### src/rtl/rgb_pkg.sv
// rgb_pkg: shared types and constants for the RGB sequencer.
//   mode_e  - command mode encodings carried on cmd_mode
//   state_e - sequencer FSM states
//   rgb_t   - packed {R,G,B} colour, 8 bits per channel
package rgb_pkg;

    typedef enum logic [1:0] {
        MODE_OFF     = 2'd0,
        MODE_SOLID   = 2'd1,
        MODE_BREATHE = 2'd2,
        MODE_WHEEL   = 2'd3
    } mode_e;

    typedef enum logic [2:0] {
        ST_OFF,
        ST_SOLID,
        ST_BR_UP,
        ST_BR_DN,
        ST_WHEEL,
        ST_FADE
    } state_e;

    typedef struct packed {
        logic [7:0] r;
        logic [7:0] g;
        logic [7:0] b;
    } rgb_t;

    localparam int WHEEL_MAX = 765;  // wheel positions 0..WHEEL_MAX-1
    localparam int LEVEL_MAX = 255;  // brightness level full scale

endpackage

### src/rtl/rgb_seq_ctrl_if.sv
// rgb_seq_ctrl_if: mode command channel (valid/ready handshake).
//   cmd_valid - master presents a command
//   cmd_ready - slave can accept this cycle
//   cmd_mode  - requested mode (rgb_pkg::mode_e encoding)
//   cmd_color - base colour {R,G,B} for SOLID / BREATHE
interface rgb_seq_ctrl_if;
    import rgb_pkg::*;

    logic       cmd_valid;
    logic       cmd_ready;
    logic [1:0] cmd_mode;
    rgb_t       cmd_color;

    modport master (output cmd_valid, cmd_mode, cmd_color, input cmd_ready);
    modport slave  (input cmd_valid, cmd_mode, cmd_color, output cmd_ready);
endinterface

### src/rtl/rgb_seq_ctrl_tick_gen.sv
// tick_gen: free-running prescaler, one-cycle tick every TICK_DIV clocks.
//   clk  - system clock
//   rst  - asynchronous active-high reset (count back to 0)
//   tick - high for one cycle when the count reaches TICK_DIV-1
module tick_gen #(
    parameter int TICK_DIV = 50000
) (
    input  logic clk,
    input  logic rst,
    output logic tick
);
    localparam logic [23:0] CNT_LAST = 24'(TICK_DIV - 1);

    logic [23:0] cnt_q, cnt_d;

    always_comb begin
        tick  = (cnt_q == CNT_LAST);
        cnt_d = tick ? 24'd0 : cnt_q + 24'd1;
    end

    always_ff @(posedge clk or posedge rst) begin
        if (rst) cnt_q <= 24'd0;
        else     cnt_q <= cnt_d;
    end
endmodule

### src/rtl/rgb_seq_ctrl.sv
// rgb_seq_ctrl: LED effect sequencer producing three PWM duty values.
//   clk, rst         - clock, asynchronous active-high reset
//   cmd (slave)      - mode command handshake, see rgb_seq_ctrl_if
//   duty_r/g/b       - registered 8-bit duty values
//   busy             - high while fading out before a mode change
// Modes: OFF, SOLID colour, BREATHE (level ramps 0..255..0), WHEEL (hue
// cycle). Leaving any non-OFF mode fades the current output to black first.
module rgb_seq_ctrl
    import rgb_pkg::*;
#(
    parameter int TICK_DIV = 50000
) (
    input  logic               clk,
    input  logic               rst,
    rgb_seq_ctrl_if.slave      cmd,
    output logic [7:0]         duty_r,
    output logic [7:0]         duty_g,
    output logic [7:0]         duty_b,
    output logic               busy
);
    localparam logic [9:0] POS_LAST = 10'(WHEEL_MAX - 1);
    localparam logic [7:0] LVL_TOP  = 8'(LEVEL_MAX);

    state_e     state_q, state_d;
    logic [7:0] level_q, level_d;
    logic [9:0] pos_q, pos_d;
    rgb_t       color_q, color_d;
    mode_e      tgt_mode_q, tgt_mode_d;
    rgb_t       tgt_color_q, tgt_color_d;
    rgb_t       fade_base_q, fade_base_d;
    rgb_t       duty_q, duty_d;

    logic  tick;
    logic  accept;
    logic  do_enter;
    mode_e ent_mode;
    rgb_t  ent_color;
    rgb_t  base;

    tick_gen #(.TICK_DIV(TICK_DIV)) u_tick (
        .clk  (clk),
        .rst  (rst),
        .tick (tick)
    );

    function automatic rgb_t wheel_rgb(input logic [9:0] p);
        rgb_t c;
        c = '0;
        if (p < 10'd255) begin
            c.r = 8'(10'd255 - p);
            c.b = p[7:0];
        end else if (p < 10'd510) begin
            c.g = 8'(p - 10'd255);
            c.b = 8'(10'd510 - p);
        end else begin
            c.r = 8'(p - 10'd510);
            c.g = 8'(10'd765 - p);
        end
        return c;
    endfunction

    // (base*(level+1))>>8: level 255 passes base through, level 0 gives 0.
    function automatic logic [7:0] scale(input logic [7:0] b, input logic [7:0] lvl);
        logic [15:0] prod;
        prod = {8'd0, b} * ({8'd0, lvl} + 16'd1);
        return prod[15:8];
    endfunction

    assign cmd.cmd_ready = (state_q != ST_FADE);
    assign busy          = (state_q == ST_FADE);
    assign accept        = cmd.cmd_valid && cmd.cmd_ready;

    always_comb begin
        state_d     = state_q;
        level_d     = level_q;
        pos_d       = pos_q;
        color_d     = color_q;
        tgt_mode_d  = tgt_mode_q;
        tgt_color_d = tgt_color_q;
        fade_base_d = fade_base_q;
        do_enter    = 1'b0;
        ent_mode    = MODE_OFF;
        ent_color   = '0;

        // FADE keeps dimming whatever was on screen when it started.
        if (state_q == ST_FADE)       base = fade_base_q;
        else if (state_q == ST_WHEEL) base = wheel_rgb(pos_q);
        else                          base = color_q;

        // A command outranks a coincident tick.
        if (accept) begin
            if (state_q == ST_OFF) begin
                do_enter  = 1'b1;
                ent_mode  = mode_e'(cmd.cmd_mode);
                ent_color = cmd.cmd_color;
            end else begin
                state_d     = ST_FADE;
                tgt_mode_d  = mode_e'(cmd.cmd_mode);
                tgt_color_d = cmd.cmd_color;
                fade_base_d = base;
            end
        end else if (tick) begin
            case (state_q)
                ST_BR_UP: begin
                    level_d = level_q + 8'd1;
                    if (level_q == LVL_TOP - 8'd1) state_d = ST_BR_DN;
                end
                ST_BR_DN: begin
                    level_d = level_q - 8'd1;
                    if (level_q == 8'd1) state_d = ST_BR_UP;
                end
                ST_WHEEL: pos_d = (pos_q == POS_LAST) ? 10'd0 : pos_q + 10'd1;
                ST_FADE: begin
                    if (level_q == 8'd0) begin
                        do_enter  = 1'b1;
                        ent_mode  = tgt_mode_q;
                        ent_color = tgt_color_q;
                    end else begin
                        level_d = level_q - 8'd1;
                    end
                end
                default: ;
            endcase
        end

        // Every mode entry restarts its effect from the beginning.
        if (do_enter) begin
            color_d = ent_color;
            pos_d   = 10'd0;
            case (ent_mode)
                MODE_SOLID:   begin state_d = ST_SOLID; level_d = LVL_TOP; end
                MODE_BREATHE: begin state_d = ST_BR_UP; level_d = 8'd0;    end
                MODE_WHEEL:   begin state_d = ST_WHEEL; level_d = LVL_TOP; end
                default:      begin state_d = ST_OFF;   level_d = 8'd0;    end
            endcase
        end

        if (state_q == ST_OFF) begin
            duty_d = '0;
        end else begin
            duty_d.r = scale(base.r, level_q);
            duty_d.g = scale(base.g, level_q);
            duty_d.b = scale(base.b, level_q);
        end
    end

    always_ff @(posedge clk or posedge rst) begin
        if (rst) begin
            state_q     <= ST_OFF;
            level_q     <= 8'd0;
            pos_q       <= 10'd0;
            color_q     <= '0;
            tgt_mode_q  <= MODE_OFF;
            tgt_color_q <= '0;
            fade_base_q <= '0;
            duty_q      <= '0;
        end else begin
            state_q     <= state_d;
            level_q     <= level_d;
            pos_q       <= pos_d;
            color_q     <= color_d;
            tgt_mode_q  <= tgt_mode_d;
            tgt_color_q <= tgt_color_d;
            fade_base_q <= fade_base_d;
            duty_q      <= duty_d;
        end
    end

    assign duty_r = duty_q.r;
    assign duty_g = duty_q.g;
    assign duty_b = duty_q.b;
endmodule

### src/flat_wrapper.sv
// flat-port wrapper written by rule: the top's interface ports become plain ports
module rgb_seq_ctrl_flat import rgb_pkg::*;
#(
    parameter int TICK_DIV = 50000
)
  (clk, rst, duty_r, duty_g, duty_b, busy, cmd_cmd_valid, cmd_cmd_mode, cmd_cmd_color, cmd_cmd_ready);
  rgb_seq_ctrl_if cmd_i ();
  input  logic clk;
  input  logic rst;
  output logic [7:0] duty_r;
  output logic [7:0] duty_g;
  output logic [7:0] duty_b;
  output logic busy;
  input wire logic [$bits(cmd_i.cmd_valid)-1:0] cmd_cmd_valid;
  input wire logic [$bits(cmd_i.cmd_mode)-1:0] cmd_cmd_mode;
  input wire logic [$bits(cmd_i.cmd_color)-1:0] cmd_cmd_color;
  output wire logic [$bits(cmd_i.cmd_ready)-1:0] cmd_cmd_ready;
  assign cmd_i.cmd_valid = cmd_cmd_valid;
  assign cmd_i.cmd_mode = cmd_cmd_mode;
  assign cmd_i.cmd_color = cmd_cmd_color;
  assign cmd_cmd_ready = cmd_i.cmd_ready;
  rgb_seq_ctrl #(.TICK_DIV(TICK_DIV)) u_core (.clk(clk), .rst(rst), .cmd(cmd_i), .duty_r(duty_r), .duty_g(duty_g), .duty_b(duty_b), .busy(busy));
endmodule
### config.mk
export PLATFORM = sky130hd
export DESIGN_NAME = rgb_seq_ctrl_flat
export DESIGN_NICKNAME = d
export VERILOG_FILES = /design/src/rtl/rgb_pkg.sv /design/src/rtl/rgb_seq_ctrl_if.sv /design/src/rtl/rgb_seq_ctrl_tick_gen.sv /design/src/rtl/rgb_seq_ctrl.sv /design/src/flat_wrapper.sv
export SDC_FILE = /design/constraint.sdc
export NUM_CORES = 1
export LEC_CHECK = 0
export ABC_AREA = 0
export CORE_UTILIZATION = 25
export DETAILED_ROUTE_END_ITERATION = 6
export SKIP_LAST_GASP = 1
export SYNTH_ARGS = -nofsm -noshare
export SYNTH_HDL_FRONTEND = slang
export SYNTH_SLANG_ARGS = --single-unit
### constraint.sdc
create_clock -name clk -period 5.5 [get_ports clk]
set_input_delay 1.1 -clock clk [delete_from_list [all_inputs] [get_ports clk]]
set_output_delay 1.1 -clock clk [all_outputs]
set_load 0.01 [all_outputs]
==> impl_metrics.ini, run 1 <==
[worst_setup_path]
cp.arrival_ns = 5.99
worst_setup_path_start_kind = flip-flop
critical_path_peak_fanout = 5
r2r.worst_path.cells = 26
crit_type = flip-flop to flip-flop
cp.required_ns = 5.86
cp-end-kind = flip-flop

[place]
place_area_sq_um = 16100
hpwl_mm = 29.7
port_buffers = 54
gp_congestion = 0.882
dp_slack_ns = -0.417

[detailed_routing]
post_drt_via_cell_ratio = 4.68
drt-initial-drc-count = 674
drcViolationCount = 0
ant_nets = 0
wire_per_inst_microns = 15.9
routed_wirelength_mm = 39.3
num_vias = 11600
firstDrtPassIters = 5

[timing]
max_freq_ghz = 0.178
layout_setup_ws_ns = -0.123
hold_violations = 0
tightest_slew_ns = 0.981
fin_setup_tns_ns = -0.767
post-route-min-period_ns = 5.62
period_share = 1.02
drv_slew = 0
skew_ns = 0.0192
max-slew-margin-rel = 0.346
finalSetupViolCount = 12
whs_ns = 0.461
rsz0062_at_grt = true

[synth]
synth_area_leader_cell = dfrtp_1
synth_top_family_by_area = adder cells
synth_area_sq_um = 13500
yosys.area_share.simple = 0.180
synth.most_common_cell = nor2_1
syn_avg_cell_area_sq_um = 8.91
synthTopCellsByArea = dfrtp_1 26%, fa_1 18%, ha_1 9.8%, nor2_1 5.9%, inv_1 5.4%
yosysWarnings = 0
synth-main-ff-cell = dfrtp_1
ys_types = 87
syn_nets = 1772
ys_seq_area_frac = 0.265
ys_ff_latch = 143
synth_compound_area_frac = 0.126
synth_edf_count = 0
syn_inst = 1517
synthAdderAreaFrac = 0.276
netlist_top_cells_count = 212 x nor2_1, 193 x inv_1, 148 x nand2_1, 143 x dfrtp_1, 120 x fa_1
synth_xor_xnor_area_share = 0.0428
postSynth.asyncResetShare = 1.00
synth_top_area_share = 0.265
synthMuxAreaShare = 0.0318

[clock_network]
cts_made_buffers = 17
clkTransAtPathRegs_ns = 0.07
ctsHoldBuffers = 0
cts_root_buf = clkbuf_16
htree_levels = 4
clkLatencyLatePin_ns = 0.46
cts_tree = yes
cts_buffer_depth = 2
clock_sinks = 143

[final_layout]
design_area_sq_um = 17800
layout-drive-gt1-share = 0.266
nets = 2022
area_growth_pct = 31.7

[floorplanning]
die_h_microns = 235
core_sq_um = 53000
floorplan.initialDensity = 0.255
die_w_microns = 235
ios = 55
rows = 84
die_area_sq_um = 55000

[global_route]
grt_pass1_vias = 12200
grt_usage = 0.151
antenna_found_initial = 2
grt_max_degree = 104
grt-ovfl-total = 0
grt_pass1_wl_mm = 64.5

[min_path]
hp-class = flip-flop to flip-flop
worstHoldPathCells = 1

[outcome]
violations = setup timing
outcome = finished with violations

[job]
maxCapViolCount = 0
## cell usage in the layout (no fill, tap or decap), types with 7 or more instances in the layout
master	instances
a22oi_1	31
xor2_1	26
dfrtp_1	139
o21a_1	11
and3_1	11
nor2_2	19
mux2_2	28
or2_2	19
o21ai_0	45
nand2_1	144
nand2b_1	21
a21o_1	11
nand3_1	33
ha_1	93
nor3_1	19
fa_1	114
buf_6	18
a21oi_2	15
xnor2_1	36
nor2_1	190
mux2i_1	7
inv_1	185
clkdlybuf4s50_1	54
nor4_1	9
clkbuf_16	17
and2_1	7
buf_4	226
ha_4	9
nand4_1	8
inv_2	7
a21oi_1	29
o21ai_1	24
## worst max-delay path: stages, from the launching register on
cell	delay, ns
dfrtp_2	0.41
buf_6	0.11
ha_4	0.14
nand3_4	0.10
o21ai_4	0.18
buf_6	0.13
nand2_2	0.05
o211ai_1	0.15
o21ai_1	0.12
o211ai_1	0.25
buf_4	0.17
o21ai_4	0.09
or2_4	0.26
fa_1	0.51
fa_1	0.50
inv_1	0.05
fa_1	0.53
inv_1	0.05
fa_1	0.49
inv_2	0.05
ha_4	0.21
o21a_1	0.18
nor2_1	0.08
inv_1	0.06
o31a_1	0.17
a311oi_2	0.30
mux2i_1	0.22
## sequential cells by signal (all words and copies together) (netlist names)
register,cells
u_core.fade_base_q,24
u_core.pos_q,10
u_core.tgt_color_q,24
u_core.u_tick.cnt_q,24
u_core.duty_r,8
u_core.color_q,24
u_core.state_q,3
u_core.duty_g,8
u_core.duty_b,8
u_core.level_q,8
u_core.tgt_mode_q,2
## what timing repair did
| item | 4_1_cts | 5_1_grt |
|---|---|---|
| gates cloned | 2 | 0 |
| buffers inserted | 63 | 9 |
| pin swaps | 79 | 55 |
| resized for setup | 89 | 56 |
| hold endpoints to repair | 0 | 0 |
| setup endpoints to repair | 19 | 20 |
## kinds of logic (layout without fill, tap and decap cells)
family | after synthesis | in the layout
xor+xnor | 66 | 66
flops | 143 | 143
simple gates | 531 | 531
other cells | 0 | 1
compound gates | 244 | 245
mux | 38 | 38
buf+inv | 269 | 530
fa+ha+maj | 226 | 226
## through the flow
stage          instances   util
2_1_floorplan       1517      -
3_3_place_gp        2365  0.304
3_5_place_dp        2365  0.304
4_1_cts             2461  0.330
5_1_grt             2467  0.336
6_report            2468  0.336
## layer usage
layer | global-route usage | vias up | wire, microns
li1 | - | 5480 | -
met1 | 0.190 | 5734 | 17800
met2 | 0.247 | 277 | 18300
met3 | 0.0361 | 61 | 2070
met4 | 0.0591 | 0 | 1160
met5 | 0 | - | 0
## cell type report
type / instances / area, sq um
diodes: 1 / 2.50
clock buffers: 19 / 433
clock inverters: 12 / 135
fillers: 5460 / 35200
inverters: 195 / 738
multi-input cells: 1106 / 9480
flip-flops and latches: 143 / 3580
well taps: 688 / 861
repair buffers: 304 / 2560
## final timing paths
check                                                  start                            endpoint  slack [ns]
max                              u_core.pos_q[1]$_DFFE_PP0P_          u_core.duty_g[7]$_DFF_PP0_       -0.12
min                        u_core.u_tick.cnt_q[23]$_DFF_PP0_   u_core.u_tick.cnt_q[23]$_DFF_PP0_        0.46
max reg2reg                      u_core.pos_q[1]$_DFFE_PP0P_          u_core.duty_g[7]$_DFF_PP0_       -0.12
min reg2reg                u_core.u_tick.cnt_q[23]$_DFF_PP0_   u_core.u_tick.cnt_q[23]$_DFF_PP0_        0.46
max in group asynchronous                                rst         u_core.pos_q[3]$_DFFE_PP0P_        3.31
min in group asynchronous                                rst  u_core.tgt_color_q[22]$_DFFE_PP0P_        1.24
Power of run 1 is left out: the tool's default activity adds up to more than one toggle a clock period on the data nets, which glitch-free logic cannot reach.
==> run 2, diff against run 1 <==
Settings changed: SYNTH_HIERARCHICAL from default to 1.
==> run 2 against run 1 <==
The flow still finishes with violations (setup timing). Die area grew 0.65%. Clock-buffer cell count down 2. Design area stayed put. Maximum frequency decreased by 4.1%. Final cell count increased by 0.45%. Critical path depth did not move. Setup slack lost 0.24 ns. Clock skew down 0.0070 ns. First-iteration DRC count grew 8.5%. Hold slack improved by 0.017 ns. Non-clock buffer count decreased by 27. Core utilization down 0.53 points. Largest cell class unchanged. Highest routed layer unchanged.
==> impl_metrics.ini, run 2 <==
[clock_network]
cts_root_buf = clkbuf_16
ctsHoldBuffers = 0
cts_buffer_depth = 2
clock_sinks = 143
cts_made_buffers = 17
clkLatencyLatePin_ns = 0.44
cts_tree = yes
htree_levels = 4
clkTransAtPathRegs_ns = 0.07

[global_route]
grt_pass1_vias = 12100
grt_usage = 0.147
grt_pass1_wl_mm = 64.7
grt-ovfl-total = 0
antenna_found_initial = 0
grt_max_degree = 69

[floorplanning]
core_sq_um = 53800
floorplan.initialDensity = 0.253
die_h_microns = 235
die_w_microns = 235
ios = 55
rows = 85
die_area_sq_um = 55400

[outcome]
outcome = finished with violations
violations = setup timing

[worst_setup_path]
crit_start = u_core/pos_q[1]$_DFFE_PP0P_
critical_path_peak_fanout = 8
cp.depth = 26
r2r-start = u_core/pos_q[1]$_DFFE_PP0P_
cp.required_ns = 5.86
cp-end-kind = flip-flop
worst-path-buf-inv = 5
critical_path.endpoint = u_core/duty_g[6]$_DFF_PP0_
r2r_end = u_core/duty_g[6]$_DFF_PP0_
cpMostUsedCell = fa_1
critPathTopFamily = adder cells
crit_type = flip-flop to flip-flop
cp.arrival_ns = 6.22
rrSetupSlack_ns = -0.36
r2r.worst_path.cells = 26
cpPeakStageDelay_ns = 0.51
slowest_stage = fa_1
worst_setup_path_start_kind = flip-flop

[final_layout]
diodes = 0
layout-drive-gt1-share = 0.252
final_cell_mix = 201 x nor2_1, 193 x buf_4, 186 x inv_1
design_area_sq_um = 17800
fill_cells = 5493
area_growth_pct = 30.8
nets = 2024
final_common_cell = nor2_1

[detailed_routing]
num_vias = 11700
firstDrtPassIters = 5
routed_wirelength_mm = 40.0
ant_nets = 0
drt-initial-drc-count = 731
drcViolationCount = 0
wire_per_inst_microns = 16.1
post_drt_via_cell_ratio = 4.70

[job]
maxCapViolCount = 0

[synth]
netlist_top_cells_count = 220 x nor2_1, 201 x inv_1, 158 x nand2_1, 143 x dfrtp_1, 120 x fa_1
ys_seq_area_frac = 0.263
synth.most_common_cell = nor2_1
syn_avg_cell_area_sq_um = 8.78
synth_edf_count = 0
ys_types = 76
postSynth.asyncResetShare = 1.00
synth_top_area_share = 0.263
yosysWarnings = 6
syn_nets = 1803
synth_area_leader_cell = dfrtp_1
ys_ff_latch = 143
synth_area_sq_um = 13600
syn_inst = 1549
synthTopCellsByArea = dfrtp_1 26%, fa_1 18%, ha_1 9.7%, nor2_1 6.1%, inv_1 5.5%
synth-main-ff-cell = dfrtp_1

[timing]
finalSetupViolCount = 22
post-route-min-period_ns = 5.86
whs_ns = 0.478
max_freq_ghz = 0.171
hold_violations = 0
rsz0062_at_grt = true
layout_setup_ws_ns = -0.363
tightest_slew_ns = 1.18
skew_ns = 0.0122
period_share = 1.07
drv_slew = 0
max-slew-margin-rel = 0.206

[place]
place_area_sq_um = 16300
dp_slack_ns = -0.514
gp_congestion = 0.870
hpwl_mm = 30.2
port_buffers = 54

[min_path]
hp-class = flip-flop to flip-flop
run 2: area by class of cell:
| cell class | count | area (sq um) | share of cell area |
|---|---|---|---|
| inverters | 201 | 757 | 0.0425 |
| clock inverters | 15 | 166 | 0.00935 |
| flip-flops and latches | 143 | 3580 | 0.201 |
| repair buffers | 277 | 2400 | 0.135 |
| multi-input cells | 1130 | 9600 | 0.539 |
| well taps | 696 | 871 | 0.0489 |
| clock buffers | 17 | 425 | 0.0239 |
run 2: worst min-delay path by stage:
stage	startpoint	endpoint	cells past startpoint
3_5_place_dp	u_core/fade_base_q[20]$_DFFE_PP0P_	u_core/fade_base_q[20]$_DFFE_PP0P_	2
4_1_cts	u_core/fade_base_q[20]$_DFFE_PP0P_	u_core/fade_base_q[20]$_DFFE_PP0P_	2
3_3_place_gp	u_core/fade_base_q[9]$_DFFE_PP0P_	u_core/fade_base_q[9]$_DFFE_PP0P_	2
5_1_grt	u_core/fade_base_q[4]$_DFFE_PP0P_	u_core/fade_base_q[4]$_DFFE_PP0P_	2
2_1_floorplan	u_core/color_q[1]$_DFFE_PP0P_	u_core/color_q[1]$_DFFE_PP0P_	2
6_report	u_core/u_tick/cnt_q[23]$_DFF_PP0_	u_core/u_tick/cnt_q[23]$_DFF_PP0_	1
run 2: metrics by stage:
step,TNS (ns),utilization,std cells
detailed placement,-6.98,0.302,2405
finish,-4.79,0.331,2479
CTS,-4.14,0.319,2460
global route,-11.21,0.331,2479
global placement,-5.68,0.302,2405
floorplan,-1.37,-,1549
run 2: cells by family (layout without fill, tap and decap cells):
family | Yosys count | count (layout) | share of synthesized area
buf+inv | 276 | 510 | 0.0795
compound gates | 247 | 247 | 0.120
simple gates | 545 | 545 | 0.185
xor+xnor | 75 | 75 | 0.0483
fa+ha+maj | 225 | 225 | 0.273
flops | 143 | 143 | 0.263
mux | 38 | 38 | 0.0307
run 2: repair_timing:
item / CTS / global route
setup endpoints to repair: 24 / 24
setup buffers: 25 / 22
gates resized for setup: 35 / 109
pin swaps: 36 / 72
run 2: layer usage:
layer  routed length, microns  GRT usage  share of wire
met4                      856     0.0412          0.021
met2                    21000      0.269           0.52
met3                     1200     0.0170          0.030
met5                        0          0              0
met1                    17000      0.181           0.42
Power of run 2 is left out for the same reason.
